[config.mk]
export PLATFORM = sky130hd
export DESIGN_NAME = bus_req_init_lv1_md
export DESIGN_NICKNAME = d
export VERILOG_FILES = /design/src/rtl/lv1_bus_pkg.sv /design/src/rtl/bus_tmo_cnt.sv /design/src/rtl/bus_req_init_lv1_md.sv
export SDC_FILE = /design/constraint.sdc
export NUM_CORES = 1
export LEC_CHECK = 0
export ABC_AREA = 0
export BUFFER_PORTS_ARGS = -buffer_cell sky130_fd_sc_hd__buf_4
export CORE_UTILIZATION = 40
export CTS_CLUSTER_DIAMETER = 80
export CTS_CLUSTER_SIZE = 28
export DETAILED_ROUTE_END_ITERATION = 7
export GPL_TIMING_DRIVEN = 0
export PLACE_DENSITY_LB_ADDON = 0.05
export SYNTH_ARGS = -nofsm -noshare
export SYNTH_HDL_FRONTEND = slang
export SYNTH_HIERARCHICAL = 1
export SYNTH_SLANG_ARGS = --single-unit
[constraint.sdc]
create_clock -name clk -period 6.8 [get_ports clk]
set_input_delay 1.36 -clock clk [delete_from_list [all_inputs] [get_ports clk]]
set_output_delay 1.36 -clock clk [all_outputs]
set_load 0.01 [all_outputs]
[src/rtl/lv1_bus_pkg.sv]
// Shared definitions for the L1 bus-side initiator.
// Holds the MESI state encodings and the initiator FSM state type,
// plus small state-class helpers used by the top level.
package lv1_bus_pkg;

  localparam int unsigned INVALID   = 0;
  localparam int unsigned SHARED    = 1;
  localparam int unsigned EXCLUSIVE = 2;
  localparam int unsigned MODIFIED  = 3;

  typedef enum logic [2:0] {
    IDLE,
    ARB,
    WB,
    FILL,
    INV,
    UPD
  } state_e;

  // States in which the initiator owns or is requesting the bus.
  function automatic logic is_bus_state(input state_e s);
    return (s == ARB) || (s == WB) || (s == FILL) || (s == INV);
  endfunction

  // States that wait on bus_done and are guarded by the timeout.
  function automatic logic is_wait_state(input state_e s);
    return (s == WB) || (s == FILL) || (s == INV);
  endfunction

endpackage

[src/rtl/bus_tmo_cnt.sv]
// Timeout counter for the bus initiator's waiting states.
// Ports:
//   clk, rst   - clock, synchronous active-high reset
//   clr_i      - clear the count to zero (state entry)
//   en_i       - count one waiting cycle
//   expire_o   - count has reached TIMEOUT-1
module bus_tmo_cnt #(
  parameter int unsigned TIMEOUT = 1024,
  parameter int unsigned TMO_WID = 11
) (
  input  logic clk,
  input  logic rst,
  input  logic clr_i,
  input  logic en_i,
  output logic expire_o
);

  logic [TMO_WID-1:0] cnt_q;

  assign expire_o = (cnt_q == TMO_WID'(TIMEOUT - 1));

  // Saturates at the expire value so a stalled count never wraps.
  always_ff @(posedge clk) begin
    if (rst || clr_i) begin
      cnt_q <= '0;
    end else if (en_i && !expire_o) begin
      cnt_q <= cnt_q + 1'b1;
    end
  end

endmodule

[src/rtl/bus_req_init_lv1_md.sv]
// L1 bus-side initiator: classifies processor accesses, arbitrates for the
// shared bus, issues writeback / fill / invalidate transactions and then
// commands the MESI update of the accessed block.
// Ports:
//   clk, rst                 - clock, synchronous active-high reset
//   cpu_rd, cpu_wr, cpu_addr - processor request (rd+wr together = write)
//   hit, blk_mesi            - tag lookup result for the accessed block
//   victim_mesi, victim_addr - victim way state/address on a miss
//   bus_req / bus_gnt        - arbiter handshake
//   bus_rd, bus_rdx, invalidate, bus_wb, bus_addr - bus command and address
//   bus_done, shared         - transaction completion and shared snoop
//   mesi_upd, new_mesi       - one-cycle MESI write strobe and value
//   cpu_done, busy, bus_err  - completion pulse, activity, timeout pulse
module bus_req_init_lv1_md
  import lv1_bus_pkg::*;
#(
  parameter int unsigned ADDR_WID = 32,
  parameter int unsigned MESI_WID = 2,
  parameter int unsigned TIMEOUT  = 1024,
  parameter int unsigned TMO_WID  = 11
) (
  input  logic                clk,
  input  logic                rst,
  input  logic                cpu_rd,
  input  logic                cpu_wr,
  input  logic [ADDR_WID-1:0] cpu_addr,
  input  logic                hit,
  input  logic [MESI_WID-1:0] blk_mesi,
  input  logic [MESI_WID-1:0] victim_mesi,
  input  logic [ADDR_WID-1:0] victim_addr,
  output logic                bus_req,
  input  logic                bus_gnt,
  output logic                bus_rd,
  output logic                bus_rdx,
  output logic                invalidate,
  output logic                bus_wb,
  output logic [ADDR_WID-1:0] bus_addr,
  input  logic                bus_done,
  input  logic                shared,
  output logic                mesi_upd,
  output logic [MESI_WID-1:0] new_mesi,
  output logic                cpu_done,
  output logic                busy,
  output logic                bus_err
);

  localparam logic [MESI_WID-1:0] M_S = MESI_WID'(SHARED);
  localparam logic [MESI_WID-1:0] M_E = MESI_WID'(EXCLUSIVE);
  localparam logic [MESI_WID-1:0] M_M = MESI_WID'(MODIFIED);

  state_e              state_q, state_d;
  logic [ADDR_WID-1:0] addr_q, addr_d;
  logic [ADDR_WID-1:0] vaddr_q, vaddr_d;
  logic                wr_q, wr_d;
  logic                miss_q, miss_d;
  logic                wbp_q, wbp_d;
  logic [MESI_WID-1:0] nm_d;
  logic                tmo_fire;
  logic                expire;

  logic                bus_req_q, bus_rd_q, bus_rdx_q, inv_q, bus_wb_q;
  logic [ADDR_WID-1:0] bus_addr_q;
  logic                upd_q, busy_q, err_q;
  logic [MESI_WID-1:0] new_mesi_q;

  bus_tmo_cnt #(
    .TIMEOUT (TIMEOUT),
    .TMO_WID (TMO_WID)
  ) u_tmo (
    .clk      (clk),
    .rst      (rst),
    .clr_i    (state_d != state_q),
    .en_i     (is_wait_state(state_q)),
    .expire_o (expire)
  );

  always_comb begin
    state_d  = state_q;
    addr_d   = addr_q;
    vaddr_d  = vaddr_q;
    wr_d     = wr_q;
    miss_d   = miss_q;
    wbp_d    = wbp_q;
    nm_d     = '0;
    tmo_fire = 1'b0;
    unique case (state_q)
      IDLE: begin
        if (cpu_rd || cpu_wr) begin
          if (!hit) begin
            state_d = ARB;
            miss_d  = 1'b1;
            wbp_d   = (victim_mesi == M_M);
          end else if (cpu_wr && (blk_mesi == M_E)) begin
            state_d = UPD;
            nm_d    = M_M;
          end else if (cpu_wr && (blk_mesi != M_M)) begin
            state_d = ARB;
            miss_d  = 1'b0;
            wbp_d   = 1'b0;
          end
          // Request context is frozen here; later input changes are ignored.
          addr_d  = cpu_addr;
          vaddr_d = victim_addr;
          wr_d    = cpu_wr;
        end
      end
      ARB: begin
        if (bus_gnt) begin
          state_d = wbp_q ? WB : (miss_q ? FILL : INV);
        end
      end
      WB: begin
        if (bus_done) begin
          state_d = FILL;
        end else if (expire) begin
          state_d  = IDLE;
          tmo_fire = 1'b1;
        end
      end
      FILL: begin
        if (bus_done) begin
          state_d = UPD;
          nm_d    = wr_q ? M_M : (shared ? M_S : M_E);
        end else if (expire) begin
          state_d  = IDLE;
          tmo_fire = 1'b1;
        end
      end
      INV: begin
        if (bus_done) begin
          state_d = UPD;
          nm_d    = M_M;
        end else if (expire) begin
          state_d  = IDLE;
          tmo_fire = 1'b1;
        end
      end
      UPD: begin
        state_d = IDLE;
      end
      default: begin
        state_d = IDLE;
      end
    endcase
  end

  // Outputs are registered from the next state so each one is valid in the
  // same cycle the FSM occupies the corresponding state.
  always_ff @(posedge clk) begin
    if (rst) begin
      state_q    <= IDLE;
      addr_q     <= '0;
      vaddr_q    <= '0;
      wr_q       <= 1'b0;
      miss_q     <= 1'b0;
      wbp_q      <= 1'b0;
      bus_req_q  <= 1'b0;
      bus_rd_q   <= 1'b0;
      bus_rdx_q  <= 1'b0;
      inv_q      <= 1'b0;
      bus_wb_q   <= 1'b0;
      bus_addr_q <= '0;
      upd_q      <= 1'b0;
      new_mesi_q <= '0;
      busy_q     <= 1'b0;
      err_q      <= 1'b0;
    end else begin
      state_q    <= state_d;
      addr_q     <= addr_d;
      vaddr_q    <= vaddr_d;
      wr_q       <= wr_d;
      miss_q     <= miss_d;
      wbp_q      <= wbp_d;
      bus_req_q  <= is_bus_state(state_d);
      bus_rd_q   <= (state_d == FILL) && !wr_d;
      bus_rdx_q  <= (state_d == FILL) && wr_d;
      inv_q      <= (state_d == INV);
      bus_wb_q   <= (state_d == WB);
      bus_addr_q <= (state_d == WB) ? vaddr_d :
                    ((state_d == FILL) || (state_d == INV)) ? addr_d : '0;
      upd_q      <= (state_d == UPD);
      new_mesi_q <= nm_d;
      busy_q     <= (state_d != IDLE);
      err_q      <= tmo_fire;
    end
  end

  assign bus_req    = bus_req_q;
  assign bus_rd     = bus_rd_q;
  assign bus_rdx    = bus_rdx_q;
  assign invalidate = inv_q;
  assign bus_wb     = bus_wb_q;
  assign bus_addr   = bus_addr_q;
  assign mesi_upd   = upd_q;
  assign cpu_done   = upd_q;
  assign new_mesi   = new_mesi_q;
  assign busy       = busy_q;
  assign bus_err    = err_q;

endmodule

==> impl_metrics.toml, run 1 <==
[routing]
detailedRoute.firstIterationViolations = 241
wirelength_mm = 12.8
ant_nets = 0
wire_per_inst_um = 14.8
dr_total_vias = 4321
first_pass_iters = 4
drt_drc_violations_left = 0
post_dr_vias_cell = 5.00

[logic_synthesis]
synth-seq-area-share_pct = 48.9
syn_area_per_cell_um2 = 9.18
synth-edff-count = 0
ys_dominant_reg_cell = "sky130_fd_sc_hd__dfxtp_1"
synth_largest_type_area_fraction_pct = 48.9
synth_most_common_cell = "sky130_fd_sc_hd__nor2_1"
synthesis.yosys.warnings = 6
synth_seq_cells = 123
synth_area_leader_cell = "sky130_fd_sc_hd__dfxtp_1"
asyncSetResetFlopFracSynth_pct = 0
synth_area_um2 = 5030
synth_nets = 625
synthCells = 548
ys_types = 52
synth_top_cells_by_count = "145 x sky130_fd_sc_hd__nor2_1, 123 x sky130_fd_sc_hd__dfxtp_1, 64 x sky130_fd_sc_hd__mux2i_1"
yosys-top-cells-area = "sky130_fd_sc_hd__dfxtp_1 49%, sky130_fd_sc_hd__mux2i_1 13%, sky130_fd_sc_hd__nor2_1 11%, sky130_fd_sc_hd__o31a_1 5.7%, sky130_fd_sc_hd__o21ai_1 2.9%"

[clock_tree]
cts.root.buffer_cell = "sky130_fd_sc_hd__clkbuf_16"
htree_levels = 4
cts_tree = "built"
numCtsBuffers = 17
cts.sinks = 123
clockBufferDepth = 2
cts_post_setup_buffers_inserted = 0
clk-insertion-delay-late_ns = 0.41
cts_repair_resize_count = 0
path_clk_slew_ns = 0.05
cts-hold-fix-buffers = 0

[timing]
tightest_slew_ns = 0.603
rsz0062_at_grt = "no"
min_period_ns = 3.12
layout_worst_path_cycle_share_pct = 45.8
finalMaxSlewViolations = 0
peak_clock_frequency_supported_by_timing_mhz = 321
whs_ns = 0.448
clock_skew_ns = 0.00498
relative_slew_margins_pct = 59.8
setup_slack_ns = 3.68
timing_hold_violations_final = 0
fin_setup_tns_ns = 0
finalSetupViolations = 0

[floorplanning]
die_area_um2 = 13000
die-height_um = 114
core_area_um2 = 12100
floorplan.initialDensity_pct = 41.5
design.portCount = 119
fp-row-count = 40
die_w_um = 114

[min_path]
worst_hold_startpoint = "u_tmo/cnt_q[10]"
holdCritPathClass = "flop to flop"

[worst_setup_path]
crit_path_start_kind = "flop"
critical_path_peak_fanout = 10
critical_path_required_ns = 7.14
regToRegStartpoint = "u_tmo/cnt_q[0]"
cp-startpoint = "u_tmo/cnt_q[0]"
critical_path_arrival_ns = 3.46
cp-end-kind = "flop"
path_class = "flop to flop"

[pwr]
vdd_drop_max_uv = 226
power_per_cell_area_nw_per_um2 = 339
leakage_nw = 2.97

[placed_design]
hpwl_mm = 9.18
dp_slack_ns = 3.44
portBuffers = 117
gp_congestion = 0.836

[cells_and_area]
area.growth.synth_to_final_pct = 32.9
diodes = 0
layout.nets = 761
multiInputGateArea_um2 = 2330
seqCellArea_um2 = 2460
post-route-util_pct = 55.2
n_fill_cell = 1164
layout-drive-gt1-share_pct = 25.8

[run_status]
status = "completed"

[global_routing]
via_count_of_the_first_global_routing_pass = 4195
grt_max_degree = 17
grt_pass1_wl_mm = 20.6
grt_use_total_pct = 20.7
antenna_violations_before_repair = 0
overflow = 0

[flow_run]
cap_viol_max_count = 0
## placed cells by master, fill, tap and decap left out, drive strengths merged, types with 2 or more instances in the layout
master	netlist	layout
nor2	146	146
buf	21	138
dfxtp	123	123
mux2i	64	64
o21ai	44	44
clkbuf	17	42
o31a	33	33
nand2	14	14
inv	8	8
and3	8	8
nor2b	7	7
a21oi	7	7
nand3	7	7
nor3	7	7
clkinv	0	5
a31oi	5	5
nand2b	3	3
o22ai	3	3
o211ai	2	2
a21boi	2	2
o21a	2	2
a211oi	2	2
and2	2	2
or3	2	2
## per-stage QoR
step,instance area (um2),cells,total power [W]
after CTS,6690,865,0.00229
after detailed placement,6120,833,0.00143
final,6690,865,0.00226
after global placement,6120,833,0.00142
after global routing,6690,865,0.00238
after floorplan,5030,548,0.00122
## worst max-delay path: stages, from the launching register on
cell and delay (ns):
sky130_fd_sc_hd__dfxtp_1 0.37, sky130_fd_sc_hd__ha_1 0.23, sky130_fd_sc_hd__and3b_1 0.21, sky130_fd_sc_hd__and2_1 0.25, sky130_fd_sc_hd__and3_2 0.28, sky130_fd_sc_hd__nor2b_1 0.06, sky130_fd_sc_hd__o21ai_0 0.16, sky130_fd_sc_hd__nand4_1 0.19
sky130_fd_sc_hd__buf_2 0.25, sky130_fd_sc_hd__nor3_1 0.17, sky130_fd_sc_hd__o21ai_0 0.15, sky130_fd_sc_hd__nor2_1 0.40, sky130_fd_sc_hd__o21ai_0 0.16, sky130_fd_sc_hd__a31oi_1 0.16
## worst paths after layout
kind         cells after the start  slack, ns         endpoint
max                             13       3.68   u_tmo/cnt_q[5]
min                              2       0.45  u_tmo/cnt_q[10]
max reg2reg                     13       3.68   u_tmo/cnt_q[5]
min reg2reg                      2       0.45  u_tmo/cnt_q[10]
## layout make-up
cell class,count,share of cell area (%)
timing repair buffer,117,13.1
multi-input combinational,379,34.9
tap,168,3.14
sequential,123,36.8
inverter,8,0.449
clock buffer,25,7.56
clock inverter,7,0.935
buffer,38,3.07
## flip-flops by register name (all words and copies together) (netlist names), 2 cells and up
register	flops
vaddr_q	32
new_mesi	2
bus_addr	32
u_tmo/cnt_q	11
addr_q	32
state_q	3
## cells by family (layout without fill, tap and decap cells)
kind of cell	after synthesis	in the layout	synth area share, %
buffers and inverters	46	195	4.68
multiplexers	65	65	13.0
AND/OR/NAND/NOR	205	205	18.4
AO/OA/AOI/OAI	106	106	14.5
XOR/XNOR	2	2	0.348
flip-flops	123	123	48.9
adder cells (fa/ha/maj)	1	1	0.249
## layer usage
layer  vias to the layer above  GRT usage (%)  share of wire (%)
li1                       2165              -                  -
met1                      2028           25.7                 47
met2                       112           32.8                 46
met3                        16           6.30                5.8
met4                         0           9.70                1.8
met5                         -              0                  0
## report_power, final
| part | internal (W) | leakage, nW | switching [W] | total (W) |
|---|---|---|---|---|
| clock | 0.000547 | 0.283 | 0.000302 | 0.000848 |
| sequential | 0.000831 | 1.02 | 0.0000336 | 0.000864 |
| combinational | 0.000263 | 1.67 | 0.000288 | 0.000551 |
| total | 0.00164 | 2.97 | 0.000624 | 0.00226 |
Power figures use the tool's default switching activity.
==> inputs of run 2 (changes only) <==
==> constraint.sdc (replaced) <==
create_clock -name clk -period 2.51 [get_ports clk]
set_input_delay 0.502 -clock clk [delete_from_list [all_inputs] [get_ports clk]]
set_output_delay 0.502 -clock clk [all_outputs]
set_load 0.01 [all_outputs]
==> impl_metrics.toml, run 2 (synthesis results as in run 1) <==
[routing]
wirelength_mm = 13.0
drt_drc_violations_left = 0
wire_per_inst_um = 14.8
dr_total_vias = 4354
post_dr_vias_cell = 4.95
first_pass_iters = 4
detailedRoute.firstIterationViolations = 262
ant_nets = 0

[clock_tree]
cts-hold-fix-buffers = 0
cts.sinks = 123
cts_tree = "built"
numCtsBuffers = 17
clockBufferDepth = 2
clk-insertion-delay-late_ns = 0.42
cts.root.buffer_cell = "sky130_fd_sc_hd__clkbuf_16"
htree_levels = 4
path_clk_slew_ns = 0.05

[worst_setup_path]
cp-end-kind = "flop"
regToRegStartpoint = "u_tmo/cnt_q[6]"
path_buf_inv = 2
r2r_setup_slack_ns = 0.09
reg2reg_to = "bus_addr[10]"
reg2reg_depth = 10
max_stage_delay_ns = 0.40
critical_path_peak_fanout = 10
cp-startpoint = "u_tmo/cnt_q[6]"
crit_chain = "and3_2 -> and2_4 -> and3_4 -> nand2b_1 -> and3_2 -> o31ai_4 -> buf_6 -> buf_6 -> nor2_1 -> o31a_1"
crit_path_start_kind = "flop"
cell_type_group_with_the_largest_total_delay_on_the_critical_path = "simple AND/OR/NAND/NOR gates"
worst_path_max_delay_cell = "sky130_fd_sc_hd__dfxtp_1"
critical_path_arrival_ns = 2.72
critical_path_required_ns = 2.81
path_class = "flop to flop"

[global_routing]
overflow = 0
grt_max_degree = 18
grt_use_total_pct = 20.4
antenna_violations_before_repair = 0
grt_util_met3_pct = 6.62
global_route.peak_usage_layer = "met2"
via_count_of_the_first_global_routing_pass = 4135
grt_pass1_wl_mm = 20.3
global_route.usage.met1_pct = 25.8
groute.layer.met2.usage_pct = 32.0

[cells_and_area]
diodes = 0
area.growth.synth_to_final_pct = 39.5
multiInputGateArea_um2 = 2420
n_fill_cell = 1106
layout.cells.most_common_list = "144 x sky130_fd_sc_hd__nor2_1, 137 x sky130_fd_sc_hd__buf_4, 121 x sky130_fd_sc_hd__dfxtp_1, 64 x sky130_fd_sc_hd__mux2i_1"
layout-drive-gt1-share_pct = 30.9
layout.nets = 776
layout.cells.most_common = "sky130_fd_sc_hd__nor2_1"
seqCellArea_um2 = 2470

[timing]
timing_hold_violations_final = 0
finalSetupViolations = 0
whs_ns = 0.349
finalMaxSlewViolations = 0
layout_worst_path_cycle_share_pct = 96.5
peak_clock_frequency_supported_by_timing_mhz = 413
min_period_ns = 2.42
rsz0062_at_grt = "yes"
tightest_slew_ns = 0.668
relative_slew_margins_pct = 55.1
clock_skew_ns = 0.0124

[run_status]
status = "completed"

[pwr]
leakage_nw = 3.13
vdd_drop_max_uv = 523
total_power_w = 0.00646
power_per_cell_area_nw_per_um2 = 920

[placed_design]
portBuffers = 117
hpwl_mm = 9.14
gp_congestion = 0.820

[floorplanning]
design.portCount = 119
core_area_um2 = 12100
die_w_um = 114
floorplan.initialDensity_pct = 41.5
die-height_um = 114
die_area_um2 = 13000
fp-row-count = 40

[min_path]
holdPathStages = 3
worst_hold_startpoint = "victim_addr[21]"
holdCritPathClass = "input pin to flop"
timing.hold.worst_endpoint = "vaddr_q[21]"

[flow_run]
cap_viol_max_count = 0
[run 2: routing by layer]
layer | vias to the layer above | wire length, um
li1 | 2196 | -
met1 | 2033 | 6060
met2 | 109 | 5950
met3 | 16 | 782
met4 | 0 | 208
met5 | - | 0
[run 2: final cells by class]
type	count	share of cell area (%)
well taps	168	2.99
clock buffers	25	7.20
clock inverters	7	1.57
inverters	8	0.428
repair buffers	134	14.7
flip-flops and latches	123	35.1
multi-input cells	379	34.5
plain buffers	36	3.51
[run 2: through the flow]
stage           TNS, ns  instance area (um2)  instances  worst slack (ns)  util [%]
2_1_floorplan         0                 5030        548            0.0107         -
5_1_grt        -0.00201                 7020        880          -0.00201      58.0
4_1_cts               0                 6900        875            0.0112      57.0
3_5_place_dp     -10.72                 6120        833            -0.468      50.5
6_report              0                 7020        880            0.0868      58.0
3_3_place_gp     -10.71                 6120        833            -0.449      50.5
[run 2: worst max-delay path by stage]
| stage | end | slack [ns] | cells after the start |
|---|---|---|---|
| 2_1_floorplan | u_tmo/cnt_q[8] | 0.01 | 13 |
| 3_3_place_gp | u_tmo/cnt_q[4] | -0.45 | 13 |
| 3_5_place_dp | u_tmo/cnt_q[5] | -0.47 | 12 |
| 4_1_cts | bus_addr[11] | 0.01 | 11 |
| 5_1_grt | bus_addr[11] | -0.002 | 11 |
| 6_report | bus_addr[10] | 0.09 | 10 |
[run 2: report_power, final]
| part | switching (W) | internal, W |
|---|---|---|
| sequential | 0.0000885 | 0.00225 |
| combinational | 0.000822 | 0.000801 |
| clock | 0.000816 | 0.00168 |
| total | 0.00173 | 0.00474 |
[run 2: timing repair]
item                                    4_1_cts  5_1_grt
resized for setup                            22       32
gates cloned                                  0        0
pin swaps                                     5       11
endpoints found under the setup margin       46       51
buffers inserted                             12        5
[run 2: worst reg2reg max path, stage by stage (launching register included)]
cell and delay [ns]:
sky130_fd_sc_hd__dfxtp_1 0.40, sky130_fd_sc_hd__and3_2 0.27, sky130_fd_sc_hd__and2_4 0.17, sky130_fd_sc_hd__and3_4 0.22, sky130_fd_sc_hd__nand2b_1 0.08, sky130_fd_sc_hd__and3_2 0.26
sky130_fd_sc_hd__o31ai_4 0.28, sky130_fd_sc_hd__buf_6 0.14, sky130_fd_sc_hd__buf_6 0.13, sky130_fd_sc_hd__nor2_1 0.06, sky130_fd_sc_hd__o31a_1 0.31
==> inputs of run 3 (changes only) <==
--- a/config.mk
+++ b/config.mk
@@ -7,6 +7,7 @@
 export LEC_CHECK = 0
 export ABC_AREA = 0
 export BUFFER_PORTS_ARGS = -buffer_cell sky130_fd_sc_hd__buf_4
+export CORE_MARGIN = 3
 export CORE_UTILIZATION = 40
 export CTS_CLUSTER_DIAMETER = 80
 export CTS_CLUSTER_SIZE = 28
==> impl_metrics.toml, run 3 (synthesis results as in run 1) <==
[clock_tree]
clockBufferDepth = 2
cts-hold-fix-buffers = 0
cts.root.buffer_cell = "sky130_fd_sc_hd__clkbuf_16"
numCtsBuffers = 17
cts_tree = "built"
htree_levels = 4
clk-insertion-delay-late_ns = 0.42
path_clk_slew_ns = 0.05
cts.sinks = 123

[cells_and_area]
layout.cells.most_common = "sky130_fd_sc_hd__nor2_1"
layout.nets = 773
post-route-util_pct = 57.3
layout-drive-gt1-share_pct = 30.0
finish.cell_count_without_fillers = 877
layout.cells.most_common_list = "144 x sky130_fd_sc_hd__nor2_1, 136 x sky130_fd_sc_hd__buf_4, 121 x sky130_fd_sc_hd__dfxtp_1, 64 x sky130_fd_sc_hd__mux2i_1, 33 x sky130_fd_sc_hd__o31a_1"
diodes = 0
area.growth.synth_to_final_pct = 38.5

[timing]
tightest_slew_ns = 0.605
layout_worst_path_cycle_share_pct = 96.5
timing_hold_violations_final = 0
relative_slew_margins_pct = 59.6
peak_clock_frequency_supported_by_timing_mhz = 413
clock_skew_ns = 0.0127
finalSetupViolations = 0
min_period_ns = 2.42
fin_setup_tns_ns = 0
finalMaxSlewViolations = 0

[global_routing]
via_count_of_the_first_global_routing_pass = 4380
grt_pass1_wl_mm = 21.4
grt_use_total_pct = 19.4
grt_max_degree = 17
overflow = 0
antenna_violations_before_repair = 0

[floorplanning]
die_w_um = 118
fp-row-count = 40
core_area_um2 = 12200
design.portCount = 119
die_area_um2 = 14000
die-height_um = 118
floorplan.initialDensity_pct = 41.4

[worst_setup_path]
r2r_setup_slack_ns = 0.09
reg2reg_to = "bus_addr[4]"
critical_path_required_ns = 2.80
reg2reg_depth = 12
critical_path_peak_fanout = 10
crit_path_start_kind = "flop"
critical_path_arrival_ns = 2.72
cp-end-kind = "flop"
path_class = "flop to flop"
regToRegStartpoint = "u_tmo/cnt_q[0]"

[placed_design]
gp_congestion = 0.778
portBuffers = 117
hpwl_mm = 9.29
place_inst = 833

[min_path]
worst_hold_startpoint = "victim_addr[25]"
holdCritPathClass = "input pin to flop"
timing.hold.worst_endpoint = "vaddr_q[25]"
holdPathStages = 3

[routing]
detailedRoute.firstIterationViolations = 282
dr_total_vias = 4352
first_pass_iters = 4
post_dr_vias_cell = 4.96
ant_nets = 0
wirelength_mm = 13.1
wire_per_inst_um = 15.0
drt_drc_violations_left = 0

[flow_run]
cap_viol_max_count = 0

[run_status]
status = "completed"

[pwr]
vdd_drop_max_uv = 521
total_power_w = 0.00644
leakage_nw = 3.10
power_per_cell_area_nw_per_um2 = 924
==> run 3: cell count changes in the layout (fill, tap and decap cells not counted), moves of 2 or more <==
cell                       change
sky130_fd_sc_hd__and3_2        -2
sky130_fd_sc_hd__and3_4        +2
sky130_fd_sc_hd__buf_6         -6
sky130_fd_sc_hd__clkbuf_4      +3
==> run 3: per-stage QoR <==
step	hold slack [ns]	worst slack [ns]	cell area, um2
after CTS	0.333	-0.0196	6870
after global placement	0.436	-0.472	6120
final	0.342	0.0873	6970
after global routing	0.347	-0.0461	6970
after detailed placement	0.441	-0.515	6120
after floorplan	0.421	0.0107	5030
==> run 3: worst max path at each step <==
stage,from,to,cells past startpoint
global placement,u_tmo/cnt_q[0],u_tmo/cnt_q[2],13
global route,u_tmo/cnt_q[0],u_tmo/cnt_q[1],12
CTS,u_tmo/cnt_q[1],bus_addr[8],11
finish,u_tmo/cnt_q[0],bus_addr[4],12
detailed placement,u_tmo/cnt_q[0],u_tmo/cnt_q[2],13
floorplan,u_tmo/cnt_q[0],u_tmo/cnt_q[8],13
==> run 3: final cells by class <==
class                   instances  area (um2)
well taps                     168         210
repair buffers                130         988
clock buffers                  25         505
fillers                      1114        5190
inverters                       8        30.0
flip-flops and latches        123        2470
plain buffers                  37         239
clock inverters                 7         110
multi-input cells             379        2420
==> run 3: routing by layer <==
metal  global-route usage, %  wire [um]
met2                    31.0       6190
met4                    6.81        170
met1                    23.7       5960
met5                       0          0
met3                    7.80        807
==> run 3: worst max-delay path, stage by stage (launching register included) <==
cell	delay, ns
sky130_fd_sc_hd__dfxtp_2	0.35
sky130_fd_sc_hd__ha_4	0.14
sky130_fd_sc_hd__and3b_1	0.17
sky130_fd_sc_hd__and2_4	0.16
sky130_fd_sc_hd__and3_4	0.22
sky130_fd_sc_hd__nor2b_1	0.05
sky130_fd_sc_hd__o21ai_1	0.13
sky130_fd_sc_hd__nand4_1	0.19
sky130_fd_sc_hd__buf_4	0.19
sky130_fd_sc_hd__buf_4	0.12
sky130_fd_sc_hd__buf_4	0.14
sky130_fd_sc_hd__buf_8	0.14
sky130_fd_sc_hd__o31a_1	0.30
==> run 3: power by group <==
part | total (W) | switching [W] | internal, W
Sequential | 0.00234 | 0.0000937 | 0.00225
Combinational | 0.00159 | 0.000809 | 0.000785
Clock | 0.00250 | 0.000817 | 0.00168
==> run 3: timing repair <==
item / in CTS / in global routing
buffers inserted: 10 / 4
pin swaps: 4 / 9
endpoints found under the setup margin: 47 / 49
gates resized for setup: 18 / 28
